<file path="config.mk">
export PLATFORM = sky130hd
export DESIGN_NAME = noc_input_port_ctrl
export DESIGN_NICKNAME = d
export VERILOG_FILES = /design/src/rtl/noc_input_port_ctrl.sv
export SDC_FILE = /design/constraint.sdc
export NUM_CORES = 1
export LEC_CHECK = 0
export ABC_CLOCK_PERIOD_IN_PS = 5900
export CAP_MARGIN = 20
export CELL_PAD_IN_SITES_DETAIL_PLACEMENT = 1
export CELL_PAD_IN_SITES_GLOBAL_PLACEMENT = 2
export CORE_ASPECT_RATIO = 1.1
export CORE_MARGIN = 8
export CORE_UTILIZATION = 45
export CTS_BUF_LIST = sky130_fd_sc_hd__clkbuf_4 sky130_fd_sc_hd__clkbuf_8 sky130_fd_sc_hd__clkbuf_16
export CTS_CLUSTER_DIAMETER = 60
export DETAILED_ROUTE_END_ITERATION = 8
export GPL_TIMING_DRIVEN = 0
export PLACE_DENSITY_LB_ADDON = 0.1
export SETUP_SLACK_MARGIN = 0.5
export SYNTH_ARGS = -nofsm -noshare
export SYNTH_HDL_FRONTEND = slang
export SYNTH_SLANG_ARGS = --single-unit
</file>
<file path="constraint.sdc">
create_clock -name clk -period 5.9 [get_ports clk]
set_input_delay 1.18 -clock clk [delete_from_list [all_inputs] [get_ports clk]]
set_output_delay 1.18 -clock clk [all_outputs]
set_load 0.01 [all_outputs]
</file>
<file path="src/rtl/noc_input_port_ctrl.sv">
// Input port controller for the YX-routed 5-port NoC router.
// Buffers flits, drives the route/arbitration handshake and forwards packets.
module noc_input_port_ctrl #(
    parameter int DATA_W = 32,
    parameter int DEPTH  = 4
) (
    input  logic              clk,
    input  logic              reset,
    input  logic [DATA_W-1:0] flit_i,
    input  logic              flit_valid_i,
    output logic              flit_ready_o,
    output logic [7:0]        ipc_addr_header_o,
    output logic              ipc_nhr_write_o,
    output logic              ipc_request_o,
    input  logic              ipc_grant_i,
    output logic [DATA_W-1:0] flit_o,
    output logic              flit_valid_o,
    input  logic              flit_ready_i,
    output logic              ipc_release_o,
    output logic              ipc_err_o
);

    localparam int AW = $clog2(DEPTH);
    localparam logic [AW:0] FULL_CNT = (AW+1)'(DEPTH);

    typedef enum logic [1:0] {
        IDLE,
        ROUTE,
        WAIT_GRANT,
        FORWARD
    } state_t;

    logic [DATA_W-1:0] mem_q [DEPTH];
    logic [AW-1:0]     wr_ptr_q, rd_ptr_q;
    logic [AW:0]       count_q, count_d;
    state_t            state_q, state_d;
    logic [7:0]        addr_q, addr_d;
    logic              first_q, first_d;
    logic              rel_q, rel_d;
    logic              err_q, err_d;

    logic              empty, full, push, pop, xfer, discard;
    logic [DATA_W-1:0] head;
    logic              is_head, is_tail;

    assign empty   = (count_q == '0);
    assign full    = (count_q == FULL_CNT);
    assign head    = mem_q[rd_ptr_q];
    // Type bit [W-2] marks a header, bit [W-1] marks a tail; 2'b11 is both.
    assign is_head = head[DATA_W-2];
    assign is_tail = head[DATA_W-1];

    assign flit_ready_o      = !full && !reset;
    assign push              = flit_valid_i && flit_ready_o;
    assign flit_o            = head;
    assign flit_valid_o      = (state_q == FORWARD) && !empty && ipc_grant_i;
    assign xfer              = flit_valid_o && flit_ready_i;
    assign pop               = xfer || discard;
    assign ipc_addr_header_o = addr_q;
    assign ipc_nhr_write_o   = (state_q == ROUTE);
    assign ipc_request_o     = (state_q == WAIT_GRANT);
    assign ipc_release_o     = rel_q;
    assign ipc_err_o         = err_q;

    assign count_d = count_q + (AW+1)'(push) - (AW+1)'(pop);

    always_comb begin
        state_d = state_q;
        addr_d  = addr_q;
        first_d = first_q;
        rel_d   = 1'b0;
        err_d   = err_q;
        discard = 1'b0;
        unique case (state_q)
            IDLE: begin
                if (!empty) begin
                    if (is_head) begin
                        addr_d  = head[7:0];
                        state_d = ROUTE;
                    end else begin
                        discard = 1'b1;
                        err_d   = 1'b1;
                    end
                end
            end
            ROUTE: state_d = WAIT_GRANT;
            WAIT_GRANT: begin
                if (ipc_grant_i) begin
                    state_d = FORWARD;
                    first_d = 1'b1;
                end
            end
            FORWARD: begin
                if (xfer) begin
                    first_d = 1'b0;
                    if (is_head && !first_q) err_d = 1'b1;
                    if (is_tail) begin
                        state_d = IDLE;
                        rel_d   = 1'b1;
                    end
                end
            end
            default: state_d = IDLE;
        endcase
    end

    always_ff @(posedge clk) begin
        if (push) mem_q[wr_ptr_q] <= flit_i;
    end

    always_ff @(posedge clk or posedge reset) begin
        if (reset) begin
            wr_ptr_q <= '0;
            rd_ptr_q <= '0;
            count_q  <= '0;
            state_q  <= IDLE;
            addr_q   <= '0;
            first_q  <= 1'b0;
            rel_q    <= 1'b0;
            err_q    <= 1'b0;
        end else begin
            if (push) wr_ptr_q <= wr_ptr_q + 1'b1;
            if (pop)  rd_ptr_q <= rd_ptr_q + 1'b1;
            count_q <= count_d;
            state_q <= state_d;
            addr_q  <= addr_d;
            first_q <= first_d;
            rel_q   <= rel_d;
            err_q   <= err_d;
        end
    end

endmodule

</file>
; ---- After elaboration in Yosys (flattened, before gate mapping)
; Memories as Yosys holds them, arrays and structs flattened.
; Cells that the tools add are included.
[word_totals]
regBits = 20
mem_bits_rw = 128
output_inout_bits = 46
memories = 1
[memory_table]
columns = memory, depth, word_bits, rd, rd_clocked_by_memory_dff, wr, line
row1 = mem_q, 4, 32, 1, 0, 1, 33  ; logic [DATA_W-1:0] mem_q [DEPTH];
[op_classes]
add_sub_neg = 4
n_eq_ne = 11
muxes = 22
n_bitwise = 1
n_reduce_logical = 19
[op_table]
columns = op, count
row1 = 1-bit 2-to-1 mux, 14
row2 = 2-bit 2-to-1 mux, 5
row3 = 2-bit != test (second input constant), 5
row4 = 5-bit AND reduction, 2
row5 = 2-bit case mux with 4 select lines, 1
row6 = 1-bit logical AND, 6
row7 = 3-bit AND reduction, 2
row8 = 2-bit by 1-bit adder with 2-bit output (second input constant), 2
row9 = 2-bit equality test (second input constant), 2
row10 = 1-bit zero test, 4
row11 = 2-bit by 1-bit != test with 1-bit output (second input constant), 2
row12 = 1-bit case mux with 2 select lines, 2
row13 = 2-bit nonzero test, 2
row14 = 3-bit by 1-bit adder with 3-bit output, 1
row15 = 3-bit equality test (second input constant), 1
row16 = 3-bit zero test, 1
row17 = 3-bit by 1-bit subtractor with 3-bit output, 1
row18 = 2-bit by 1-bit equality test with 1-bit output (second input constant), 1
row19 = 2-bit zero test, 1
row20 = 1-bit logical OR, 1
row21 = 1-bit inverter, 1

; ---- Depth between registers and ports, before layout
; Gate-level depths: netlist of run 1.
[depth]
word_depth = 7
ltp_mapped = 10
depth_no_buf = 10

; ---- Worst setup path after synthesis of run 1
; OpenSTA, ideal clock, no wires.
[synth_timing]
kind = in2reg
start = in reset
end = reg count_q[2]
arrival_time_ns = 2.883
t_required_ns = 5.777
path_slack_ns = 2.894
cell_stages = 9
path_buffers = 0
cell_sequence = a21oi_1 -> and2_1 -> inv_1 -> ha_1 -> inv_1 -> ha_1 -> fa_1 -> xnor2_1 -> xnor2_1
[synth_between]
elab_chain_cells = 5
[synth_rtl]
columns = item, line
row1 = from (decl), 8  ; input logic reset,
row2 = 1-bit zero test (no source line), n/a
row3 = 1-bit logical AND, 53  ; assign flit_ready_o = !full && !reset;
row4 = 1-bit logical AND, 54  ; assign push = flit_valid_i && flit_ready_o;
row5 = 3-bit by 1-bit adder with 3-bit output, 65  ; assign count_d = count_q + (AW+1)'(push) - (AW+1)'(pop);
row6 = 3-bit by 1-bit subtractor with 3-bit output, 65
row7 = via count_d[2], 35  ; logic [AW:0] count_q, count_d;
row8 = to (signal assigned), 124  ; count_q <= count_d;
row9 = to (decl), 35
; The timed path passes the listed nets, and every way through them passes these cells.
; A chain may end at the register's enable or synchronous reset.

; ---- Worst setup path after layout of run 1
[layout_timing]
start = in reset
end = out flit_ready_o
[layout_between]
elab_chain_cells = 2
[layout_rtl]
columns = item, line
row1 = 1-bit zero test (no source line), n/a
row2 = 1-bit logical AND, 53
row3 = to (decl), 11  ; output logic flit_ready_o,
; No other way between the ends.

==> results of run 1 <==
==> final cells by class <==
class,count,area (sq um)
clock buffer,18,432.9
fill,1097,5107
inverter,11,41.29
buffer,9,55.05
timing repair buffer,86,900.9
tap,157,196.4
clock inverter,14,128.9
sequential,148,4344
multi-input combinational,94,1329
==> registers in the layout, indices dropped and copies added, names as in the netlist <==
register,cells
mem_q,128
ipc_addr_header_o,8
count_q,3
rd_ptr_q,2
state_q,2
wr_ptr_q,2
first_q,1
ipc_err_o,1
ipc_release_o,1
==> layer usage <==
metal	GRT usage (%)	share of wire, %
met4	5.758	1.6
met5	0	0
met1	16.90	41
met2	24.26	52
met3	4.927	6.0
==> cells in the final DEF, fill, tap and decap left out, types with 2 or more instances in the layout <==
cell type        netlist  layout
clkinv_4               0       2
buf_12                 0       4
nor2_1                 4       4
ha_1                  11      11
mux2i_1                2       2
clkbuf_16              0      17
dfrtp_1               20      20
edfxtp_1             128     128
xor2_1                 2       2
and3_1                 6       2
xnor2_1                3       3
nand2_1                2       2
clkdlybuf4s50_1        0      82
mux4_2                31      31
inv_6                  0       4
mux2_2                 9       9
buf_4                  3       3
inv_1                 11      11
clkbuf_4               1       2
and3_2                 0       4
clkinvlp_4             0       5
buf_2                  5       5
mux2_1                 3       3
a21oi_1                2       2
==> cells in the mapped netlist (all sizes together), types with 2 or more instances <==
library cell	count	area share (%)
nand2	2	0.13
nor4	2	0.48
xnor2	3	0.46
ha	11	2.4
nor2	4	0.26
and3	6	0.65
a21oi	2	0.17
mux2	13	2.6
edfxtp	128	67
mux2i	2	0.35
dfrtp	20	8.7
buf	8	0.82
mux4	31	12
inv	11	0.72
xor2	2	0.30
==> stage by stage <==
stage | total power (W) | instance area, sq um | utilization (%) | setup slack [ps]
3_3_place_gp | 0.002688 | 6782 | 54.10 | 2049
3_5_place_dp | 0.002729 | 6867 | 54.78 | 2206
5_1_grt | 0.003868 | 7428 | 59.26 | 2049
4_1_cts | 0.003746 | 7428 | 59.26 | 2134
2_1_floorplan | 0.002147 | 5764 | - | 2894
6_report | 0.003676 | 7428 | 59.26 | 2201
==> where the power goes <==
group          switching [W]  total, W  internal [W]  leakage (nW)
Clock               0.000414   0.00100      0.000588         0.261
Combinational       0.000589   0.00130      0.000709         0.919
Sequential         0.0000647   0.00138       0.00131          1.40
==> worst reg2reg max path: cells and delay by family (launching register included) <==
family                     cells  cell delay (ps)
xor gates and xnor gates       2              310
and+or+nand+nor                3              670
DFF                            1              400
adders and majority gates      3              850
buffers and inverters          2              230
==> cell families (layout without fill, tap and decap cells) <==
family                   Yosys count  count (layout)
AO/OA/AOI/OAI                      9               9
buffers and inverters             20             138
multiplexers                      46              46
XOR/XNOR                           5               5
AND/OR/NAND/NOR                   22              22
flip-flops                       148             148
adder cells (fa/ha/maj)           12              12
==> final timing paths <==
check | startpoint | end | slack, ps | cells after the start
worst min-delay path | ipc_err_o$_DFFE_PP0P_ | ipc_err_o$_DFFE_PP0P_ | 490 | 1
worst min register to register | ipc_err_o$_DFFE_PP0P_ | ipc_err_o$_DFFE_PP0P_ | 490 | 1
max in group asynchronous | reset | ipc_addr_header_o[3]$_DFFE_PP0P_ | 4100 | 2
worst max register to register | count_q[1]$_DFF_PP0_ | count_q[2]$_DFF_PP0_ | 3370 | 10
min in group asynchronous | reset | count_q[2]$_DFF_PP0_ | 1270 | 2
worst max-delay path | reset | flit_ready_o | 2200 | 3
==> run metrics, run 1 <==
run status finished, final reports clean; Seq cells post-synth about 150; DR vias/cell around 5.2; WL/cell roughly 21 um; Slowest-stage cell, CP clkdlybuf4s50_1; drt pass-1 iters 5; fin crit period about 3700 ps; Clock Path Buffers 2; GPL Wtd Cong just under 0.7; vias in the first global route ~3200; Max-slew headroom 43.68%; Worst EP arrival 2520 ps; syn avg cell area 22.00 sq um; Post-synth top flop edfxtp_1; initial core utilization a little under half; Mapped Area 5764 sq um; RSZ-0062 raised after global routing false; root buf cell clkbuf_16; final setup violation count 0; DRC Markers 0; xor/xnor cell area share of the yosys netlist 0.7597%; Final Non-Filler Cells roughly 540; gr ovfl total 0; Ports between 80 and 90; Global Route Usage Sum around 15%; simple-gate share of the synthesized area between 2 and 3%; max-slew violations 0; fraction of layout cells with a size suffix above 1 25.26%; postcts setup bufs 0; Detailed Place HPWL around 7.4 mm; placed cells roughly 510; Ant. Diodes 0; most frequent CP cell clkdlybuf4s50_1; P&R area growth vs syn 28.87%; largest net degree at the start of global routing 33; vias 2777; setup TNS 0 ps; final hold slack around 490 ps; period utilisation layout between 60% and 70%; CP Class input port to primary output; number of failing hold endpoints at the final stage 0; Post-Synth Adder-Cell Area approximately 2.7%; Synth Instances 262; CTS clock-pin slew for the worst setup and hold paths approximately 60 ps; Fin Clk Skew ~4.6 ps; CP peak stage delay a little over 600 ps; Synth Area in Compound Gates under 10%; worst skew pair latency 410 ps; global-route wire length before repair about 18 mm; Max Cap Viol 0; Rows between 40 and 50; CORE AREA 12540 sq um; CP required 4720 ps; ANT nets after route 0; top achievable clock speed ~0.27 GHz; syn_nets just over 300; VDD IR max ~0.26 mV; Clock Sinks ~150; sequential share of the synthesized area 75.36%; die span in y about 130 um; largest family of logic cells by synthesized area multiplexers; kind of cell adding the most delay to the critical path buffers and inverters; Worst Max-Slew Pin Slew 843.9 ps; asr flop ratio synth a little over an eighth; Synth cell types 36; CTS tree done; die area roughly 17000 sq um; First DRT Iteration DRCs 99; initial antenna violation count 0; Buf+Inv Stages, Crit Path 2; crit start category input port; worst min path class flip-flop to flip-flop; Layout Nets 416; multiplexer area fraction after synthesis between 15 and 20%; yosys warns 0; width of the die roughly 120 um; post-cts sizing count 0; Leak ~2.6 nW; final WL between 10 and 15 mm; hold_buf cts 0; EDFF count, synth ~130; PortBufs about 80; H-tree Lvls 4; Pwr Density 494.8 nW/um^2; total CTS buffers 17; maximum fanout along the worst path 6; critical path cell sequence clkdlybuf4s50_1 -> a21oi_1 -> clkdlybuf4s50_1; Setup crit end kind primary output
(Power assumes the default switching activity.)
==> run 2, diff against run 1 <==
--- a/config.mk
+++ b/config.mk
@@ -5,13 +5,13 @@
 export SDC_FILE = /design/constraint.sdc
 export NUM_CORES = 1
 export LEC_CHECK = 0
-export ABC_CLOCK_PERIOD_IN_PS = 5900
+export ABC_CLOCK_PERIOD_IN_PS = 3400
 export CAP_MARGIN = 20
 export CELL_PAD_IN_SITES_DETAIL_PLACEMENT = 1
 export CELL_PAD_IN_SITES_GLOBAL_PLACEMENT = 2
 export CORE_ASPECT_RATIO = 1.1
 export CORE_MARGIN = 8
-export CORE_UTILIZATION = 45
+export CORE_UTILIZATION = 37
 export CTS_BUF_LIST = sky130_fd_sc_hd__clkbuf_4 sky130_fd_sc_hd__clkbuf_8 sky130_fd_sc_hd__clkbuf_16
 export CTS_CLUSTER_DIAMETER = 60
 export DETAILED_ROUTE_END_ITERATION = 8
==> constraint.sdc (replaced) <==
create_clock -name clk -period 3.4 [get_ports clk]
set_input_delay 0.68 -clock clk [delete_from_list [all_inputs] [get_ports clk]]
set_output_delay 0.68 -clock clk [all_outputs]
set_load 0.01 [all_outputs]
==> run 2 against run 1 <==
Compared with the run above: core utilization shrank 10 points; first-iteration DRC count grew 11%; critical path type is now flip-flop to primary output; clock skew grew 2.3 ps; register-to-register slack lost 2500 ps; combinational power grew 77%; sequential share of layout area shrank 1.0 points; highest routed layer unchanged; largest power group unchanged.
==> run metrics, run 2 (synthesis results as in run 1) <==
Global Route Usage Sum between 10% and 20%; max-slew violations 0; Final Power around 0.0064 W; hold path cells 1; die area between 15000 and 20000 sq um; Clock Sinks approximately 150; CORE AREA 15490 sq um; hold_buf cts 0; global-route wire length before repair roughly 19 mm; Rows 48; DR vias/cell approximately 4.8; CP Class flip-flop to primary output; Detailed Place HPWL roughly 8.0 mm; Worst Max-Slew Pin Slew 899.5 ps; max layer used met4; Slowest-stage cell, CP mux4_2; maximum fanout along the worst path 10; Leak 2.678 nW; top achievable clock speed about 0.35 GHz; most frequent cells in the layout edfxtp_1 (128), clkdlybuf4s50_1 (66), mux4_2 (31); crit path from rd_ptr_q[0]$_DFFE_PP0P_; WL/cell between 20 and 25 um; WL met1 4.962 mm; Fin Clk Skew between 6 and 7 ps; vias between 2000 and 3000; run status finished, final reports clean; vias in the first global route 3198; worst min path class flip-flop to flip-flop; root buf cell clkbuf_16; RSZ-0062 raised after global routing true; CP required ~2700 ps; critical path cell sequence buf_4 -> mux4_2 -> clkdlybuf4s50_1; final WL ~12 mm; VDD IR max ~0.36 mV; worst skew pair latency 420 ps; CTS clock-pin slew for the worst setup and hold paths approximately 60 ps; worst r2r path cells 10; reg-to-reg slack, setup about 860 ps; register name with the most flops mem_q; period utilisation layout between 80% and 90%; Buf+Inv Stages, Crit Path 2; Max-slew headroom between 30% and 40%; DRC Markers 0; Ant. Diodes 0; most common cell after layout, fill and taps aside edfxtp_1; First DRT Iteration DRCs 110; die span in y 146.9 um; CTS tree done; total CTS buffers 17; Clock Path Buffers 2; CP peak stage delay 570 ps; setup TNS 0 ps; WL met2 between 6 and 7 mm; max reg flops between 100 and 150; Layout Nets ~420; metal3 WL 694 um; fin crit period between 2000 and 3000 ps; Worst EP arrival roughly 2200 ps; H-tree Lvls 4; initial antenna violation count 0; drt pass-1 iters 4; worst flop-to-flop path startpoint rd_ptr_q[0]$_DFFE_PP0P_; number of failing hold endpoints at the final stage 0; fin util between 40% and 50%; final setup violation count 0; Setup crit end kind primary output; gr ovfl total 0; fraction of layout cells with a size suffix above 1 24.21%; kind of cell adding the most delay to the critical path buffers and inverters; Max Cap Viol 0; hold path start ipc_err_o$_DFFE_PP0P_; P&R area growth vs syn 31.17%; largest net degree at the start of global routing 24; initial core utilization 37.20%; width of the die 135.0 um; crit start category flip-flop; Pwr Density between 800 and 900 nW/um^2; Worst Hold Path EP ipc_err_o$_DFFE_PP0P_; GPL Wtd Cong around 0.66; RR Endpoint count_q[2]$_DFF_PP0_; Ports between 80 and 90; ANT nets after route 0; PortBufs roughly 80
[run 2: cell count changes in the layout (fill, tap and decap cells not counted), moves of 3 or more]
cell | previous run | this run
inv_6 | 4 | 0
buf_16 | 0 | 3
buf_6 | 0 | 3
buf_2 | 5 | 1
clkinvlp_4 | 5 | 2
dlymetal6s2s_1 | 0 | 5
dlygate4sd2_1 | 0 | 11
clkdlybuf4s50_1 | 82 | 66
clkinv_1 | 1 | 5
[run 2: layer usage]
| layer | track usage [%] | vias to the layer above |
|---|---|---|
| met2 | 21.44 | 69 |
| met5 | 0 | - |
| li1 | - | 1273 |
| met4 | 5.837 | 0 |
| met3 | 4.918 | 18 |
| met1 | 14.19 | 1438 |
[run 2: worst max-delay path by stage]
stage,depth (start not counted),end,slack [ps]
finish,3,flit_o[1],570
global route,3,flit_o[1],460
CTS,3,flit_o[1],470
detailed placement,10,count_q[2]$_DFF_PP0_,420
global placement,3,mem_q[1][27]$_DFFE_PP_,-50
floorplan,9,count_q[2]$_DFF_PP0_,890
[run 2: report_power, final]
part | switching (W) | total (W) | internal, W
sequential | 0.000110 | 0.00239 | 0.00228
combinational | 0.00105 | 0.00230 | 0.00126
clock | 0.000684 | 0.00175 | 0.00107
[run 2: worst register-to-register path: cells and delay by family, from the launching register on]
family	cells	cell delay, ps
xor+xnor	2	300
mux	1	550
buf+inv	2	180
simple gates	2	330
flops	1	410
fa+ha+maj	3	680
[run 2: layout make-up]
class / count / area (sq um)
clock buffer: 18 / 432.9
clock inverter: 13 / 117.6
inverter: 11 / 41.29
tap: 200 / 250.2
buffer: 9 / 116.4
fill: 1426 / 7934
timing repair buffer: 87 / 929.6
multi-input combinational: 94 / 1329
sequential: 148 / 4344
[run 2: per-stage QoR]
step                hold slack, ps  area (sq um)  std cells  worst slack (ps)
finish                       487.8          7561        580             568.7
global route                 524.5          7561        580             461.8
CTS                          500.3          7541        580             473.5
detailed placement           484.6          6943        548             415.1
global placement             485.0          6835        544            -47.87
floorplan                    465.0          5764        262             894.4
[run 2: timing repair]
action	in CTS	in global routing
buffers inserted	1	0
pin swaps	0	0
endpoints found under the hold margin	0	0
resized for setup	26	8
endpoints found under the setup margin	24	14
